**src/rtl/bank_pkg.sv**
```systemverilog
// Shared definitions for the DDR bank command sequencer: command bit
// positions, sequencer states and default timing values.
package bank_pkg;

   // One-hot command vector layout
   localparam int CMD_W   = 19;
   localparam int CMD_ACT = 18;
   localparam int CMD_PR  = 7;
   localparam int CMD_RD  = 5;
   localparam int CMD_REF = 3;
   localparam int CMD_WR  = 1;
   localparam int CMD_WRA = 0;

   // Default bank geometry and timing (in clk cycles)
   localparam int DEF_ROWS  = 131072;
   localparam int DEF_COLS  = 1024;
   localparam int DEF_BL    = 8;
   localparam int DEF_TRP   = 3;
   localparam int DEF_TRCD  = 3;
   localparam int DEF_TRFC  = 16;
   localparam int DEF_TREFI = 780;

   typedef enum logic [3:0] {
      ST_IDLE,
      ST_PRE,
      ST_PRE_WAIT,
      ST_ACT,
      ST_ACT_WAIT,
      ST_CAS,
      ST_BURST,
      ST_REF,
      ST_REF_WAIT
   } state_t;

   // Largest of four timing values, used to size the shared wait counter
   function automatic int max4(input int a, input int b, input int c, input int d);
      int m;
      m = a;
      if (b > m) m = b;
      if (c > m) m = c;
      if (d > m) m = d;
      return m;
   endfunction

endpackage

```
**src/rtl/bank_wait_ctr.sv**
```systemverilog
// Loadable down-counter shared by every timed wait state of the bank
// sequencer. It holds while halted and flags the last cycle of a wait.
module bank_wait_ctr #(
   parameter int W = 5
) (
   input  logic         clk,
   input  logic         reset_n,
   input  logic         halt,
   input  logic         load,
   input  logic [W-1:0] load_val,
   output logic         zero
);

   logic [W-1:0] count;

   // Load on entry to a wait state, otherwise count down to zero and stop
   always_ff @(posedge clk or negedge reset_n) begin
      if (!reset_n) begin
         count <= '0;
      end else if (load) begin
         count <= load_val;
      end else if (!halt && (count != '0)) begin
         count <= count - 1'b1;
      end
   end

   assign zero = (count == '0);

endmodule

```
**src/rtl/bank_scheduler.sv**
```systemverilog
// Per-bank command sequencer. Takes one read/write request at a time,
// opens/closes rows as needed (open-page policy), issues RD/WR and holds
// the bank busy for the burst, and forces a refresh every TREFI cycles.
module bank_scheduler
   import bank_pkg::*;
#(
   parameter int ROWS  = DEF_ROWS,
   parameter int COLS  = DEF_COLS,
   parameter int BL    = DEF_BL,
   parameter int TRP   = DEF_TRP,
   parameter int TRCD  = DEF_TRCD,
   parameter int TRFC  = DEF_TRFC,
   parameter int TREFI = DEF_TREFI
) (
   input  logic                      clk,
   input  logic                      reset_n,
   input  logic                      halt,
   input  logic                      req_valid,
   output logic                      req_ready,
   input  logic                      req_write,
   input  logic [$clog2(ROWS)-1:0]   req_row,
   input  logic [$clog2(COLS)-1:0]   req_col,
   output logic [CMD_W-1:0]          commands,
   output logic [$clog2(ROWS)-1:0]   row,
   output logic [$clog2(COLS)-1:0]   column,
   output logic                      busy,
   output logic                      done,
   output logic                      open_valid
);

   localparam int ROW_W  = $clog2(ROWS);
   localparam int COL_W  = $clog2(COLS);
   localparam int WAIT_W = $clog2(max4(TRP, TRCD, TRFC, BL) + 1);
   localparam int REFI_W = $clog2(TREFI + 1);

   // Wait counters are loaded with (cycles in state - 1); the zero flag
   // marks the final cycle of the state.
   localparam logic [WAIT_W-1:0] TRP_LD  = WAIT_W'((TRP  > 1) ? TRP  - 2 : 0);
   localparam logic [WAIT_W-1:0] TRCD_LD = WAIT_W'((TRCD > 1) ? TRCD - 2 : 0);
   localparam logic [WAIT_W-1:0] TRFC_LD = WAIT_W'((TRFC > 1) ? TRFC - 2 : 0);
   localparam logic [WAIT_W-1:0] BL_LD   = WAIT_W'((BL   > 0) ? BL   - 1 : 0);
   localparam logic [REFI_W-1:0] REFI_RELOAD = REFI_W'(TREFI - 1);

   state_t              state;
   state_t              state_next;
   logic [CMD_W-1:0]    cmd_q;
   logic                lat_write;
   logic [ROW_W-1:0]    lat_row;
   logic [COL_W-1:0]    lat_col;
   logic                ref_flag;
   logic                ref_go_pre;
   logic [REFI_W-1:0]   ref_cnt;
   logic                ref_pending;
   logic                accept;
   logic                ctr_load;
   logic [WAIT_W-1:0]   ctr_val;
   logic                ctr_zero;
   logic                nxt_write;
   logic [ROW_W-1:0]    nxt_row;
   logic [COL_W-1:0]    nxt_col;

   // Command bit a state issues during its (single) non-halted cycle
   function automatic logic [CMD_W-1:0] cmd_of(input state_t s, input logic wr);
      logic [CMD_W-1:0] c;
      c = '0;
      case (s)
         ST_PRE: c[CMD_PR]  = 1'b1;
         ST_ACT: c[CMD_ACT] = 1'b1;
         ST_REF: c[CMD_REF] = 1'b1;
         ST_CAS: begin
            if (wr) c[CMD_WR] = 1'b1;
            else    c[CMD_RD] = 1'b1;
         end
         default: c = '0;
      endcase
      return c;
   endfunction

   bank_wait_ctr #(
      .W (WAIT_W)
   ) u_wait_ctr (
      .clk      (clk),
      .reset_n  (reset_n),
      .halt     (halt),
      .load     (ctr_load),
      .load_val (ctr_val),
      .zero     (ctr_zero)
   );

   assign ref_pending = (ref_cnt == '0);

   // Request fields come straight from the port on the accept cycle and
   // from the latches afterwards.
   assign nxt_write = (state == ST_IDLE) ? req_write : lat_write;
   assign nxt_row   = (state == ST_IDLE) ? req_row   : lat_row;
   assign nxt_col   = (state == ST_IDLE) ? req_col   : lat_col;

   // Command register is gated by halt so a stalled command issues later
   assign commands = halt ? '0 : cmd_q;
   assign busy     = (state != ST_IDLE);

   // Next-state decode, wait-counter loads, handshake and done pulse
   always_comb begin
      state_next = state;
      ctr_load   = 1'b0;
      ctr_val    = '0;
      accept     = 1'b0;
      ref_go_pre = 1'b0;
      req_ready  = 1'b0;
      done       = 1'b0;
      case (state)
         ST_IDLE: begin
            // reset_n is included so ready is low while reset is held
            req_ready = reset_n && !ref_pending && !halt;
            if (!halt) begin
               if (ref_pending) begin
                  if (open_valid) begin
                     state_next = ST_PRE;
                     ref_go_pre = 1'b1;
                  end else begin
                     state_next = ST_REF;
                  end
               end else if (req_valid) begin
                  accept = 1'b1;
                  if (!open_valid)          state_next = ST_ACT;
                  else if (row == req_row)  state_next = ST_CAS;
                  else                      state_next = ST_PRE;
               end
            end
         end
         ST_PRE: begin
            if (!halt) begin
               if (TRP > 1) begin
                  state_next = ST_PRE_WAIT;
                  ctr_load   = 1'b1;
                  ctr_val    = TRP_LD;
               end else begin
                  state_next = ref_flag ? ST_REF : ST_ACT;
               end
            end
         end
         ST_PRE_WAIT: begin
            if (!halt && ctr_zero) state_next = ref_flag ? ST_REF : ST_ACT;
         end
         ST_ACT: begin
            if (!halt) begin
               if (TRCD > 1) begin
                  state_next = ST_ACT_WAIT;
                  ctr_load   = 1'b1;
                  ctr_val    = TRCD_LD;
               end else begin
                  state_next = ST_CAS;
               end
            end
         end
         ST_ACT_WAIT: begin
            if (!halt && ctr_zero) state_next = ST_CAS;
         end
         ST_CAS: begin
            if (!halt) begin
               state_next = ST_BURST;
               ctr_load   = 1'b1;
               ctr_val    = BL_LD;
            end
         end
         ST_BURST: begin
            if (!halt && ctr_zero) begin
               done       = 1'b1;
               state_next = ST_IDLE;
            end
         end
         ST_REF: begin
            if (!halt) begin
               if (TRFC > 1) begin
                  state_next = ST_REF_WAIT;
                  ctr_load   = 1'b1;
                  ctr_val    = TRFC_LD;
               end else begin
                  state_next = ST_IDLE;
               end
            end
         end
         ST_REF_WAIT: begin
            if (!halt && ctr_zero) state_next = ST_IDLE;
         end
         default: state_next = ST_IDLE;
      endcase
   end

   // State register
   always_ff @(posedge clk or negedge reset_n) begin
      if (!reset_n) state <= ST_IDLE;
      else          state <= state_next;
   end

   // Command/address registers, request latches and open-row tracking
   always_ff @(posedge clk or negedge reset_n) begin
      if (!reset_n) begin
         cmd_q      <= '0;
         row        <= '0;
         column     <= '0;
         lat_write  <= 1'b0;
         lat_row    <= '0;
         lat_col    <= '0;
         open_valid <= 1'b0;
         ref_flag   <= 1'b0;
      end else if (!halt) begin
         cmd_q <= cmd_of(state_next, nxt_write);
         if (accept) begin
            lat_write <= req_write;
            lat_row   <= req_row;
            lat_col   <= req_col;
         end
         // row doubles as the open-row register used for hit detection
         if (state_next == ST_ACT) row    <= nxt_row;
         if (state_next == ST_CAS) column <= nxt_col;
         if (state == ST_ACT)      open_valid <= 1'b1;
         else if (state == ST_PRE) open_valid <= 1'b0;
         if (ref_go_pre)           ref_flag <= 1'b1;
         else if (state == ST_REF) ref_flag <= 1'b0;
      end
   end

   // Refresh interval counter: saturates at zero, reloads when REF issues
   always_ff @(posedge clk or negedge reset_n) begin
      if (!reset_n) begin
         ref_cnt <= REFI_RELOAD;
      end else if (!halt) begin
         if (state == ST_REF)        ref_cnt <= REFI_RELOAD;
         else if (ref_cnt != '0)     ref_cnt <= ref_cnt - 1'b1;
      end
   end

endmodule
```
**config.mk**
```make
export PLATFORM = sky130hd
export DESIGN_NAME = bank_scheduler
export DESIGN_NICKNAME = d
export VERILOG_FILES = /design/src/rtl/bank_pkg.sv /design/src/rtl/bank_wait_ctr.sv /design/src/rtl/bank_scheduler.sv
export SDC_FILE = /design/constraint.sdc
export NUM_CORES = 1
export LEC_CHECK = 0
export CAP_MARGIN = 20
export CORE_UTILIZATION = 35
export DETAILED_ROUTE_END_ITERATION = 8
export GPL_ROUTABILITY_DRIVEN = 0
export PLACE_DENSITY = 0.58
export SKIP_CTS_REPAIR_TIMING = 1
export SYNTH_ARGS = -nofsm -noshare
export SYNTH_HDL_FRONTEND = slang
export SYNTH_SLANG_ARGS = --single-unit
```
**constraint.sdc**
```tcl
create_clock -name clk -period 4.2 [get_ports clk]
set_input_delay 0.63 -clock clk [delete_from_list [all_inputs] [get_ports clk]]
set_output_delay 0.63 -clock clk [all_outputs]
set_load 0.05 [all_outputs]
```
### Word level (Yosys, flattened, before mapping)

Index checks and enable logic that the tools add are counted.

| storage, ports and cells | value |
|---|---|
| register bits after elaboration | 81 |
| bits of input ports | 32 |
| output and inout bits | 50 |
| logic and storage cells | 103 |

| cells by class | value |
|---|---|
| add/sub/neg operators | 2 |
| eq/ne operators | 13 |
| muxes and demuxes | 51 |
| bitwise operators | 1 |
| reduce and logical (&&, ||, !) cells | 25 |

Operator list:

| kind | number |
|---|---|
| $mux W4 | 11 |
| $pmux W4 S8 | 1 |
| $mux W10 | 3 |
| $mux W1 | 26 |
| $eq A4 B3 Y1 const B | 6 |
| $mux W19 | 1 |
| $eq A17 B17 Y1 | 1 |
| $mux W17 | 1 |
| $mux W3 | 5 |
| $eq A4 B2 Y1 const B | 3 |
| $pmux W4 S3 | 1 |
| $reduce_and A2 Y1 | 6 |
| $logic_not A10 Y1 | 1 |
| $mux W5 | 2 |
| $reduce_bool A10 Y1 | 1 |
| $sub A10 B1 Y10 const B | 1 |
| $eq A4 B1 Y1 const B | 2 |
| $reduce_bool A2 Y1 | 4 |
| $logic_not A5 Y1 | 1 |
| $reduce_bool A5 Y1 | 1 |
| $sub A5 B1 Y5 const B | 1 |
| $eq A4 B4 Y1 const B | 1 |
| $logic_and A1 B1 Y1 | 4 |
| $logic_not A4 Y1 | 1 |
| other kinds (5) | 7 |

### Depth between registers and ports, before layout

| depth | value |
|---|---|
| depth after elaboration | 9 |
| mapped depth | 10 |
| mapped depth without buffers | 9 |

### Modules after synthesis

From an unflattened synthesis, not the netlist that was laid out.

| unflattened totals | value |
|---|---|
| cells, all modules | 341 |
| area total of the unflattened synthesis | 4,175.3 um2 |

Modules (own cells, without submodules):

| module | times used | cells an instance | area each (um2) | seq. area each (um2) |
|---|---|---|---|---|
| bank_scheduler | 1 | 310 | 3,881.2 | 1,908.1 |
| bank_wait_ctr | 1 | 31 | 294.0 | 125.1 |

### Worst setup path after synthesis

No wires, ideal clock.

| path | value |
|---|---|
| path kind | register to output |
| start | reg u_wait_ctr.count[0] |
| end | out done |
| arrival time | 2.681 ns |
| data required time | 3.570 ns |
| setup slack | 0.889 ns |
| stages on the path, launching flop included | 6 |
| buffers on the path | 1 |
| cells stage by stage | dfrtp_1 > inv_1 > ha_1 > or4b_1 > clkbuf_1 > nor4_1 |

| on the way | value |
|---|---|
| word-level cells in the longest chain between the ends | 4 |

RTL lines:

| item | line | text |
|---|---|---|
| start: declaration | bank_wait_ctr.sv:14 | `logic [W-1:0] count;` |
| start signal: assignment | bank_wait_ctr.sv:21 | `count <= load_val;` |
| start signal: assignment | bank_wait_ctr.sv:23 | `count <= count - 1'b1;` |
| $logic_not A5 Y1 | bank_wait_ctr.sv:27 | `assign zero = (count == '0);` |
| $logic_and A1 B1 Y1 | bank_scheduler.sv:167 | `if (!halt && ctr_zero) begin` |
| $mux W1 | bank_scheduler.sv:167 |  |
| $mux W1 | bank_scheduler.sv:111 | `case (state)` |
| end: declaration | bank_scheduler.sv:27 | `output logic done,` |

No other way between the ends.

### Worst setup path in the final report

| path | value |
|---|---|
| start | reg ref_cnt[0] |
| end | out req_ready |

| on the way | value |
|---|---|
| word-level cells in the longest chain between the ends | 5 |

RTL lines:

| item | line | text |
|---|---|---|
| start: declaration | bank_scheduler.sv:52 | `logic [REFI_W-1:0] ref_cnt;` |
| start signal: assignment | bank_scheduler.sv:230 | `else if (ref_cnt != '0) ref_cnt <= ref_cnt - 1'b1;` |
| $logic_not A10 Y1 | bank_scheduler.sv:90 | `assign ref_pending = (ref_cnt == '0);` |
| $logic_not A1 Y1 | bank_scheduler.sv:114 | `req_ready = reset_n && !ref_pending && !halt;` |
| $logic_and A1 B1 Y1 (2 in a row) | bank_scheduler.sv:114 |  |
| $mux W1 | bank_scheduler.sv:111 |  |
| end: declaration | bank_scheduler.sv:19 | `output logic req_ready,` |

No other way between the ends.

==> results.cfg <==
[status]
status = complete, but fails checks
failed_checks = design-rule violations

[logic_synthesis]
synth_cells = 399
synth.largest_area_cell = dfrtp_1
ys_types = 51
synth_edf_count = 0
async_reset_ff_share_pct = 100.0
synthFlopType = dfrtp_1
synth_area_leaders = dfrtp_1 (46%), mux2_2 (13%), nand2_1 (8.7%)
avgSynthCellArea_um2 = 10.41
ys_seq_area_share_pct = 48.95
netlist_area_mm2 = 0.004154
synth.top_cell.area_share_pct = 45.78
ys_ff_latch = 81
yosysWarningCount = 0

[cts]
cts.sinks = 81
htree_levels = 3
cts_tree = done
clk_latency_ns = 0.33
clk_pin_slew_ns = 0.06
cts_max_path_buffers = 2
root_buffer = clkbuf_16
numCtsBuffers = 9

[global_routing]
grt_usage_pct = 16.05
grt_pass1_wl_mm = 15.56
antenna_found_initial = 0
grt_max_degree = 71
grt_pass1_vias = 3126
overflow = 0

[floorplan]
ioPinCount = 82
row_count = 39
initial_core_util_pct = 36.07
die_w_um = 110.9
die_area_mm2 = 0.01231
dieHeight_um = 110.9
core-area_mm2 = 0.01152

[final_layout]
layout_commonest_cell = nand2_1
nNetsFinal = 500
fillers = 1106
area_growth_pct = 25.45
drive_gt1_share_pct = 18.90
diodes = 0
final_cell_mix = nand2_1 (96), dfrtp_1 (76), clkdlybuf4s50_1 (66), mux2_2 (47), xnor2_1 (22)

[setup_path]
r2r_cells = 8
endpoint_kind = output pin
required_ns = 3.57
cp_max_fo = 4
critPathLaunchType = register
worstPathArrival_ns = 2.84
crit_type = reg2out

[route]
avgViaCountPerCell = 4.910
drtAntennaViolNets = 0
routed_wl_mm = 9.412
vias = 3015
route.detailed.drc = 15
first_pass_iters = 6
wl_per_cell_um = 15.33
drt_iter0_markers = 166

[power_and_ir_drop]
irDropWorstVdd_v = 0.0004094
power-per-cell-area_mw_per_mm2 = 800.6
leakagePower_nw = 2.313

[job]
cap_violations = 0

[placed_design]
dpl.hpwl_mm = 6.431
port_buffers = 67
pre_cts_ws_ns = 0.8399

[timing]
min_period_ns = 3.475
slew_viol_final = 0
worst_pin_slew_ns = 0.9083
setup_tns_ns = 0
setup_viol = 0
max_freq_mhz = 287.8
worst_slack_ns = 0.7255
relSlewSlack_pct = 39.45
fin_crit_sh_pct = 82.73
rsz0062_at_grt = no
finalClockSkew_ns = 0.006087
hold_violations = 0

[hold_path]
hold_path.class = in2async
==> worst paths after layout <==
path	start	slack, ns	end
setup / recovery	ref_cnt[0]	0.73	req_ready
hold / removal	reset_n	0.13	state[3]
setup reg to reg	ref_cnt[0]	0.89	column[8]
hold reg to reg	cmd_q[18]	0.47	cmd_q[18]
max in group asynchronous	reset_n	2.92	lat_row[0]
min in group clk	cmd_q[18]	0.47	cmd_q[18]
==> synth_stat cells, types with 2 or more instances <==
cell / number
xor2_1: 6
dfstp_2: 5
o21ai_0: 5
a21oi_1: 7
nor2_1: 13
dfrtp_1: 76
mux2_4: 9
a22o_1: 2
nor4_1: 4
o31ai_1: 5
nand2b_1: 4
or3_1: 8
and3_1: 3
nor3_1: 7
mux2_2: 47
nand4_1: 3
mux2i_1: 2
buf_2: 2
nand3_1: 4
xnor2_1: 22
inv_1: 8
clkbuf_1: 13
buf_4: 15
ha_1: 2
nor2b_1: 6
nand2_1: 96
==> cell type report <==
cell class	instances	area (um2)	share of cell area [%]
flip-flops and latches	81	2033	39.02
multi-input cells	289	1952	37.45
repair buffers	75	728.2	13.97
clock buffers	12	236.5	4.538
well taps	143	178.9	3.433
clock inverters	4	45.04	0.8643
inverters	10	37.54	0.7203
==> state kept, by name (all words and copies together) (netlist names) <==
name              cells
lat_row              17
row                  17
column               10
lat_col              10
ref_cnt              10
cmd_q                 5
u_wait_ctr.count      5
state                 4
lat_write             1
open_valid            1
ref_flag              1
==> per-stage QoR <==
stage	utilization [%]	hold slack (ns)	power (W)	instances	area, um2
finish	45.25	0.1345	0.004172	614	5211
floorplan	-	0.3344	0.002835	412	4203
detailed placement	42.81	0.4656	0.003440	598	4930
global route	45.25	0.1342	0.004440	614	5211
global placement	42.81	0.4558	0.003392	598	4930
CTS	45.25	0.1309	0.004218	614	5211
==> per-layer routing <==
metal	vias to the layer above	track usage, %	part of all wire [%]
met5	-	0	0
met4	0	4.932	0.99
met3	9	4.647	5.5
met2	81	26.21	47
met1	1473	20.51	46
li1	1452	-	-
==> power by group <==
group	internal [W]	switching, W	leakage, nW
logic	0.000827	0.00117	1.17
clock network	0.000458	0.000297	0.140
registers	0.00115	0.000276	1.00
total	0.00243	0.00174	2.31
==> critical path, stage by stage (launching register included) <==
cell	delay, ns
dfstp_2	0.37
inv_1	0.09
ha_1	0.17
or4b_2	0.63
o31a_1	0.33
and3_1	0.22
clkdlybuf4s50_1	0.70
==> logic make-up after synthesis <==
family                   synth area share, %
buffers and inverters                  5.391
AND/OR/NAND/NOR                        17.53
multiplexers                           16.48
flip-flops                             48.95
other                                0.09027
adder cells (fa/ha/maj)               0.6023
XOR/XNOR                               5.903
AO/OA/AOI/OAI                          5.061
Note: power is estimated with default switching activity, not from simulation.
